$ cat src/rtl/l23_temac2fifo_v3.sv
// TEMAC receive stream to L23 FIFO bridge: zero-latency pass-through that flags
// damaged, runt and oversize frames on their last beat and keeps saturating frame statistics.
module l23_temac2fifo_v3 #(
  parameter int unsigned DATA_W  = 8,
  parameter int unsigned LEN_W   = 14,
  parameter int unsigned MIN_LEN = 60,
  parameter int unsigned MAX_LEN = 1518,
  parameter int unsigned CNT_W   = 32
) (
  input  logic              L23_clk,
  input  logic              L23_rst_n,
  input  logic [DATA_W-1:0] L23i_tdata,
  input  logic              L23i_tlast,
  input  logic              L23i_tuser,
  input  logic              L23i_tvalid,
  output logic              L23i_tready,
  output logic [DATA_W-1:0] L23o_tdata,
  output logic              L23o_tlast,
  output logic              L23o_tuser,
  output logic              L23o_tvalid,
  input  logic              L23o_tready,
  input  logic              clr_stats,
  output logic [CNT_W-1:0]  frames_ok,
  output logic [CNT_W-1:0]  frames_bad,
  output logic [CNT_W-1:0]  beats_dropped
);

  localparam logic [LEN_W-1:0] MinLen = LEN_W'(MIN_LEN);
  localparam logic [LEN_W-1:0] MaxLen = LEN_W'(MAX_LEN);

  typedef enum logic [1:0] {StIdle, StPass, StBad} state_e;

  state_e           state_q, state_d;
  logic [LEN_W-1:0] beat_cnt_q, beat_cnt_d, n;
  logic [CNT_W-1:0] ok_q, bad_q, drop_q;
  logic             acc, lost, over, runt, eop;

  assign L23i_tready = L23o_tready;
  assign L23o_tdata  = L23i_tdata;
  assign L23o_tlast  = L23i_tlast;
  assign L23o_tvalid = L23i_tvalid;

  assign acc  = L23i_tvalid & L23o_tready;
  assign lost = L23i_tvalid & ~L23o_tready;
  assign eop  = acc & L23i_tlast;

  // Beat count including the current beat, pinned at all-ones on very long frames.
  assign n    = (&beat_cnt_q) ? beat_cnt_q : beat_cnt_q + 1'b1;
  assign over = (n > MaxLen);
  assign runt = L23i_tlast & (n < MinLen);

  assign L23o_tuser = L23i_tuser | (eop & ((state_q == StBad) | over | runt));

  always_comb begin
    beat_cnt_d = beat_cnt_q;
    if (acc) begin
      beat_cnt_d = L23i_tlast ? '0 : n;
    end
  end

  always_comb begin
    state_d = state_q;
    unique case (state_q)
      StIdle: begin
        if (lost) begin
          state_d = StBad;
        end else if (acc && !L23i_tlast) begin
          state_d = over ? StBad : StPass;
        end
      end
      StPass: begin
        if (lost) begin
          state_d = StBad;
        end else if (eop) begin
          state_d = StIdle;
        end else if (acc && over) begin
          state_d = StBad;
        end
      end
      StBad: begin
        // A lost tlast keeps us here, merging into the next frame.
        if (eop) begin
          state_d = StIdle;
        end
      end
      default: state_d = StIdle;
    endcase
  end

  always_ff @(posedge L23_clk or negedge L23_rst_n) begin
    if (!L23_rst_n) begin
      state_q    <= StIdle;
      beat_cnt_q <= '0;
    end else begin
      state_q    <= state_d;
      beat_cnt_q <= beat_cnt_d;
    end
  end

  always_ff @(posedge L23_clk or negedge L23_rst_n) begin
    if (!L23_rst_n) begin
      ok_q   <= '0;
      bad_q  <= '0;
      drop_q <= '0;
    end else if (clr_stats) begin
      ok_q   <= '0;
      bad_q  <= '0;
      drop_q <= '0;
    end else begin
      if (eop && L23o_tuser && !(&bad_q)) begin
        bad_q <= bad_q + 1'b1;
      end
      if (eop && !L23o_tuser && !(&ok_q)) begin
        ok_q <= ok_q + 1'b1;
      end
      if (lost && !(&drop_q)) begin
        drop_q <= drop_q + 1'b1;
      end
    end
  end

  assign frames_ok     = ok_q;
  assign frames_bad    = bad_q;
  assign beats_dropped = drop_q;

endmodule
$ cat config.mk
export PLATFORM = sky130hd
export DESIGN_NAME = l23_temac2fifo_v3
export DESIGN_NICKNAME = d
export VERILOG_FILES = /design/src/rtl/l23_temac2fifo_v3.sv
export SDC_FILE = /design/constraint.sdc
export NUM_CORES = 1
export LEC_CHECK = 0
export ABC_CLOCK_PERIOD_IN_PS = 4260
export CORE_MARGIN = 4
export CORE_UTILIZATION = 40
export CTS_BUF_LIST = sky130_fd_sc_hd__clkbuf_4 sky130_fd_sc_hd__clkbuf_8 sky130_fd_sc_hd__clkbuf_16
export DETAILED_ROUTE_END_ITERATION = 6
export SYNTH_ARGS = -nofsm -noshare
export SYNTH_HDL_FRONTEND = slang
export SYNTH_SLANG_ARGS = --single-unit
export TNS_END_PERCENT = 50
$ cat constraint.sdc
create_clock -name L23_clk -period 4.26 [get_ports L23_clk]
set_clock_uncertainty 0.05 [all_clocks]
set_input_delay 0.852 -clock L23_clk [delete_from_list [all_inputs] [get_ports L23_clk]]
set_output_delay 0.852 -clock L23_clk [all_outputs]
set_load 0.1 [all_outputs]
==> Word level (Yosys, flattened, before mapping) <==
Cells that the tools add are included.
Widths: inputs -> output; s select.
{ "totals": {"reg_bits": 112, "output_inout_bits": 108, "in_bits": 15, "elab_cells": 62, "ramBits": 0, "romBits": 0, "n_memories": 0, "latch_bits": 0} }
{ "op_classes": {"reduce_logical": 21, "magnitude_cmp": 2, "n_addsub": 4, "muxes": 16, "multipliers": 0, "eq_ne": 5, "shift": 0, "bitwise": 9, "div": 0} }
{ "op_table": {"columns": ["cell", "count"], "rows": [
  ["$mux 32", 6],
  ["$add 32x1->32 const B", 3],
  ["$reduce_and 32->1", 3],
  ["$mux 14", 2],
  ["$add 14x1->14 const B", 1],
  ["$gt 14x11->1 const B", 1],
  ["$lt 14x6->1 const B", 1],
  ["$mux 2", 7],
  ["$reduce_and 14->1", 1],
  ["$logic_and 1x1->1", 7],
  ["$pmux 2 s3", 1],
  ["$reduce_bool 2->1", 3],
  ["$and 1x1->1", 5],
  ["$logic_not 1->1", 5],
  ["$ne 4x4->1 const B", 1],
  ["$ne 3x3->1 const B", 1],
  ["$or 1x1->1", 3],
  ["$reduce_and 3->1", 1],
  ["$eq 2x1->1 const B", 1],
  ["$eq 2x2->1 const B", 1],
  ["$logic_not 2->1", 1],
  ["$ne 2x2->1 const B", 1],
  ["$not 1->1", 1]
]} }

==> Logic depth before layout (Yosys ltp) <==
{ "depth": {"depth_word": 12, "depth_mapped": 13, "ltp_nobuf": 9} }

==> Worst setup path before layout <==
Ideal clock, no wire load.
{ "synth_timing": {"kind": "register to output", "startpoint": "register beat_cnt_q[0]", "endpoint": "output port L23o_tuser", "arrival_time_ns": 3.610, "path_stages_with_launch": 11, "required_time_ns": 3.358, "path_buffers": 2, "path_slack_ns": -0.252, "path_cell_list": "dfrtp_1 -> ha_1 -> nand3_2 -> or4_1 -> clkbuf_1 -> and3_4 -> xor2_1 -> a41o_1 -> buf_6 -> nor4b_1 -> o21bai_1"} }
{ "synth_via": {"elab_chain_len": 7, "word_cells_on_any_way": 10, "cone_classes": "add/sub: 1; order compare: 2; mux: 1; bitwise: 5; reduce/logical: 1"} }
{ "synth_rtl": {"columns": ["item", "line", "rtl"], "rows": [
  ["from (decl)", "34", "logic [LEN_W-1:0] beat_cnt_q, beat_cnt_d, n;"],
  ["from (signal assigned)", "96", "beat_cnt_q <= beat_cnt_d;"],
  ["$add 14x1->14 / $reduce_and 14->1 (equally long branches)", "48", "assign n = (&beat_cnt_q) ? beat_cnt_q : beat_cnt_q + 1'b1;"],
  ["$mux 14 (*)", "48", null],
  ["$gt 14x11->1 / $lt 14x6->1 (equally long branches)", "49, 50", null],
  ["$or 1x1->1 / $and 1x1->1 (equally long branches)", "52, 50", null],
  ["$or 1x1->1 (*)", "52", "assign L23o_tuser = L23i_tuser | (eop & ((state_q == StBad) | over | runt));"],
  ["$and 1x1->1 (*)", "52", null],
  ["$or 1x1->1 (*)", "52", null],
  ["to (decl)", "19", "output logic L23o_tuser,"]
]} }
Every way passes the cells marked *; elsewhere a longest branch is shown, timed or not.

==> Final worst setup path <==
Same ends and word-level chain as after synthesis.

==> results.md <==
* Run status: finished clean
* Placement Rows at 46
* Average vias per placed instance at 5.716
* Worst reg2reg path depth at 10
* Largest area contributor in the synthesized netlist: sky130_fd_sc_hd__dfrtp_1
* Critical R2R Capture: frames_bad[23]
* Avg Inst Size Synth at 8.748 µm²
* DRC violation total after the first TritonRoute iteration at 383
* Fin util at 0.5063
* Number of buffers inserted by port buffering at 106
* Synth top area share at 0.4266
* Area of the multi-input gates at 0.003466 mm²
* First-pass GRT wire length at 29760 µm
* Hold-fix buffers, CTS at 0
* Worst hold path depth at 1
* Share of flip-flops with an asynchronous set or reset after synthesis at 1.000
* Pin count of the biggest net entering global routing at 113
* Maxcap violations at 0
* Post-detailed-routing wire length at 17950 µm
* Remaining DRCs at 0
* TritonCTS clock tree: yes
* Number of distinct standard cells referenced by the synthesized netlist at 61
* Leak Pwr at 3.117 nW
* Wire length per cell after detailed routing at 16.95 µm
* Count of H-tree levels built during CTS at 3
* Time the final worst path needs with I/O delays and setup at 4.149 ns
* Number of hold violations in the final report at 0
* Largest incremental delay on the critical path at 0.68 ns
* Sum of overflow across all layers after global routing at 0
* Sequential element share of the synthesized area at 0.4266
* Total Power Consumption at 0.002108 W
* Worst Setup Path Type: flop to output port
* Total clock sinks at 112
* Setup Fix Bufs, Post-CTS at 0
* Maximum achievable frequency at 241.0 MHz
* Proportion of layout cells with a drive suffix above 1 at 0.07592
* Post-synth EDFFs at 0
* Post-cts resize count at 0
* Total die area at 0.01854 mm²
* Initial antenna violation count at 0
* Most numerous cell in the Yosys netlist: sky130_fd_sc_hd__dfrtp_1
* Type of the worst min-delay path: flop to flop
* Layout Nets at 858
* Post-DP HPWL at 12500 µm
* Cells along the critical path: ha_2, nand3_2, or4_1, and3_4, xor2_1, a41o_1, nor4b_1, o21bai_2, buf_12
* Source of the worst register-to-register timing path: beat_cnt_q[0]
* Antenna Diode Count at 0
* Via Count at 6053
* Synthesis Warnings at 0
* Final count of pins violating max slew at 0
* Net count of the mapped netlist at 770
* DIE WIDTH at 136.2 µm
* Data arrival time of the critical path at 3.25 ns
* Pwr Density at 260.3 mW/mm²
* Endpoint kind of the worst setup timing path: output port
* Total CTS buffers at 9
* Final design area excluding fillers at 0.008102 mm²
* VDD IR-drop max at 183.9 µV
* Period utilisation layout at 0.9738
* Maximum root-to-sink buffer count at 2
* Count of fill cells added during filler insertion at 1559
* Worst-case hold path end point: state_q[0]
* Synth area leaders: sky130_fd_sc_hd__dfrtp_1 43%, sky130_fd_sc_hd__nor2_1 4.7%, sky130_fd_sc_hd__a21oi_1 4.4%
* Buffer type at the clock tree root: sky130_fd_sc_hd__clkbuf_16
* Setup violation total in the final timing report at 0
* Placed instance area at 0.007810 mm²
* Footprint of the flip-flops and latches at 0.002803 mm²
* Count of state elements after synthesis at 112
* Required time worst endpoint at 3.36 ns
* Global placement routability congestion at 0.9125
* Synth Cell Area at 0.006570 mm²
* Post-synthesis to final-layout area growth at 23.31%
* Origin of the worst min-delay path: state_q[1]
* Die span in y at 136.2 µm
* Starting Density at 0.4106
* Via count of the first global-routing pass at 5862
* CTS clk-pin slew, worst paths at 0.08 ns
* Launching element type of the critical path: flop
* IO Count at 123
* Crit path max fanout at 8
* Global Route Usage Sum at 0.1968
* Worst-case headroom to the max-slew limit at 0.2730
* Placeable core region at 0.01600 mm²
* Cell count after synthesis at 751
* Slew at the pin closest to its max-slew limit at 1.087 ns
* Dominant register cell in the synthesized netlist: sky130_fd_sc_hd__dfrtp_1
* Number of antenna-violating nets in the routed design at 0
* Crit path max-delay cell type: sky130_fd_sc_hd__or4_1
* Top post-synthesis cells by count: 112 x sky130_fd_sc_hd__dfrtp_1, 82 x sky130_fd_sc_hd__nor2_1, 58 x sky130_fd_sc_hd__a21oi_1, 58 x sky130_fd_sc_hd__nand2_1, 54 x sky130_fd_sc_hd__nand3_1
* Setup slack, reg-to-reg at 0.63 ns
* Pre-Repair DR Iteration Count at 5
* Clock insertion delay at the later pin of the skew report at 0.36 ns
[layout by cell type (no fill, tap or decap), types with 3 or more instances in the layout]
master / count
sky130_fd_sc_hd__a21oi_1: 58
sky130_fd_sc_hd__a31o_2: 6
sky130_fd_sc_hd__a31oi_1: 4
sky130_fd_sc_hd__and2_1: 14
sky130_fd_sc_hd__and3_1: 23
sky130_fd_sc_hd__and4_1: 12
sky130_fd_sc_hd__buf_4: 25
sky130_fd_sc_hd__clkbuf_16: 9
sky130_fd_sc_hd__clkdlybuf4s50_1: 100
sky130_fd_sc_hd__dfrtp_1: 112
sky130_fd_sc_hd__ha_1: 3
sky130_fd_sc_hd__inv_1: 11
sky130_fd_sc_hd__mux2_1: 7
sky130_fd_sc_hd__mux2_2: 7
sky130_fd_sc_hd__nand2_1: 58
sky130_fd_sc_hd__nand2b_1: 5
sky130_fd_sc_hd__nand3_1: 54
sky130_fd_sc_hd__nand4_1: 27
sky130_fd_sc_hd__nor2_1: 82
sky130_fd_sc_hd__nor2b_1: 14
sky130_fd_sc_hd__nor3_1: 23
sky130_fd_sc_hd__nor3b_1: 3
sky130_fd_sc_hd__nor4_1: 7
sky130_fd_sc_hd__o211ai_1: 5
sky130_fd_sc_hd__o21a_1: 5
sky130_fd_sc_hd__o21ai_0: 28
sky130_fd_sc_hd__o31ai_1: 20
sky130_fd_sc_hd__or3_1: 17
sky130_fd_sc_hd__or4_1: 22
sky130_fd_sc_hd__xnor2_1: 20
sky130_fd_sc_hd__xor2_1: 18
[worst max-delay path by stage]
stage,from,endpoint,slack [ns],cells after the start
2_1_floorplan,beat_cnt_q[0],L23o_tuser,0.34,10
3_3_place_gp,beat_cnt_q[0],L23o_tuser,0.53,9
3_5_place_dp,beat_cnt_q[0],L23o_tuser,0.48,9
4_1_cts,beat_cnt_q[0],L23o_tuser,0.07,9
5_1_grt,beat_cnt_q[0],L23o_tuser,-0.0003,9
6_report,beat_cnt_q[0],L23o_tuser,0.11,9
[area by class of cell]
type / count / area share
multi-input cells: 577 / 0.4278
flip-flops and latches: 112 / 0.3459
inverters: 12 / 0.005560
clock buffers: 10 / 0.02873
repair buffers: 127 / 0.1517
clock inverters: 5 / 0.006950
well taps: 216 / 0.03336
[report_power, final]
| group | internal (W) | switching (W) |
|---|---|---|
| sequential | 0.00107 | 0.0000133 |
| combinational | 0.0000451 | 0.000116 |
| clock | 0.000461 | 0.000400 |
| total | 0.00158 | 0.000529 |
[kinds of logic (layout without fill, tap and decap cells)]
kind of cell / count (synthesis) / in the layout / synth area share
buffers and inverters: 62 / 154 / 0.04685
xor gates and xnor gates: 38 / 38 / 0.05066
and+or+nand+nor: 373 / 373 / 0.3036
adders and majority gates: 5 / 5 / 0.009141
AOI/OAI and AO/OA: 145 / 145 / 0.1362
muxes: 16 / 16 / 0.02704
DFF: 112 / 112 / 0.4266
[layer usage]
layer	global-route usage	wire, µm	up-vias
met2	0.3159	8522	156
li1	-	-	2908
met3	0.03516	819	24
met4	0.06271	253	0
met5	0	0	-
met1	0.2707	8359	2965
[registers in the layout, summed over array words and instances, names as in the netlist]
name,count
beat_cnt_q,14
state_q,2
frames_bad,32
frames_ok,32
beats_dropped,32
[worst max-delay path, delay by kind of cell (launching register included)]
family	cells	cell delay [ns]
and+or+nand+nor	4	1.47
DFF	1	0.43
AOI/OAI and AO/OA	2	0.37
adders and majority gates	1	0.28
buffers and inverters	1	0.18
xor gates and xnor gates	1	0.15
[through the flow]
stage | worst slack [ns] | setup TNS [ns] | instances | hold WS, ns
detailed placement | 0.4762 | 0 | 1044 | 0.3851
CTS | 0.06939 | 0 | 1059 | 0.3873
global route | -0.0002558 | -0.0002558 | 1059 | 0.4058
finish | 0.1115 | 0 | 1059 | 0.3851
floorplan | 0.3375 | 0 | 751 | 0.3644
global placement | 0.5318 | 0 | 1044 | 0.3770
Note: power is estimated with default switching activity, not from simulation.
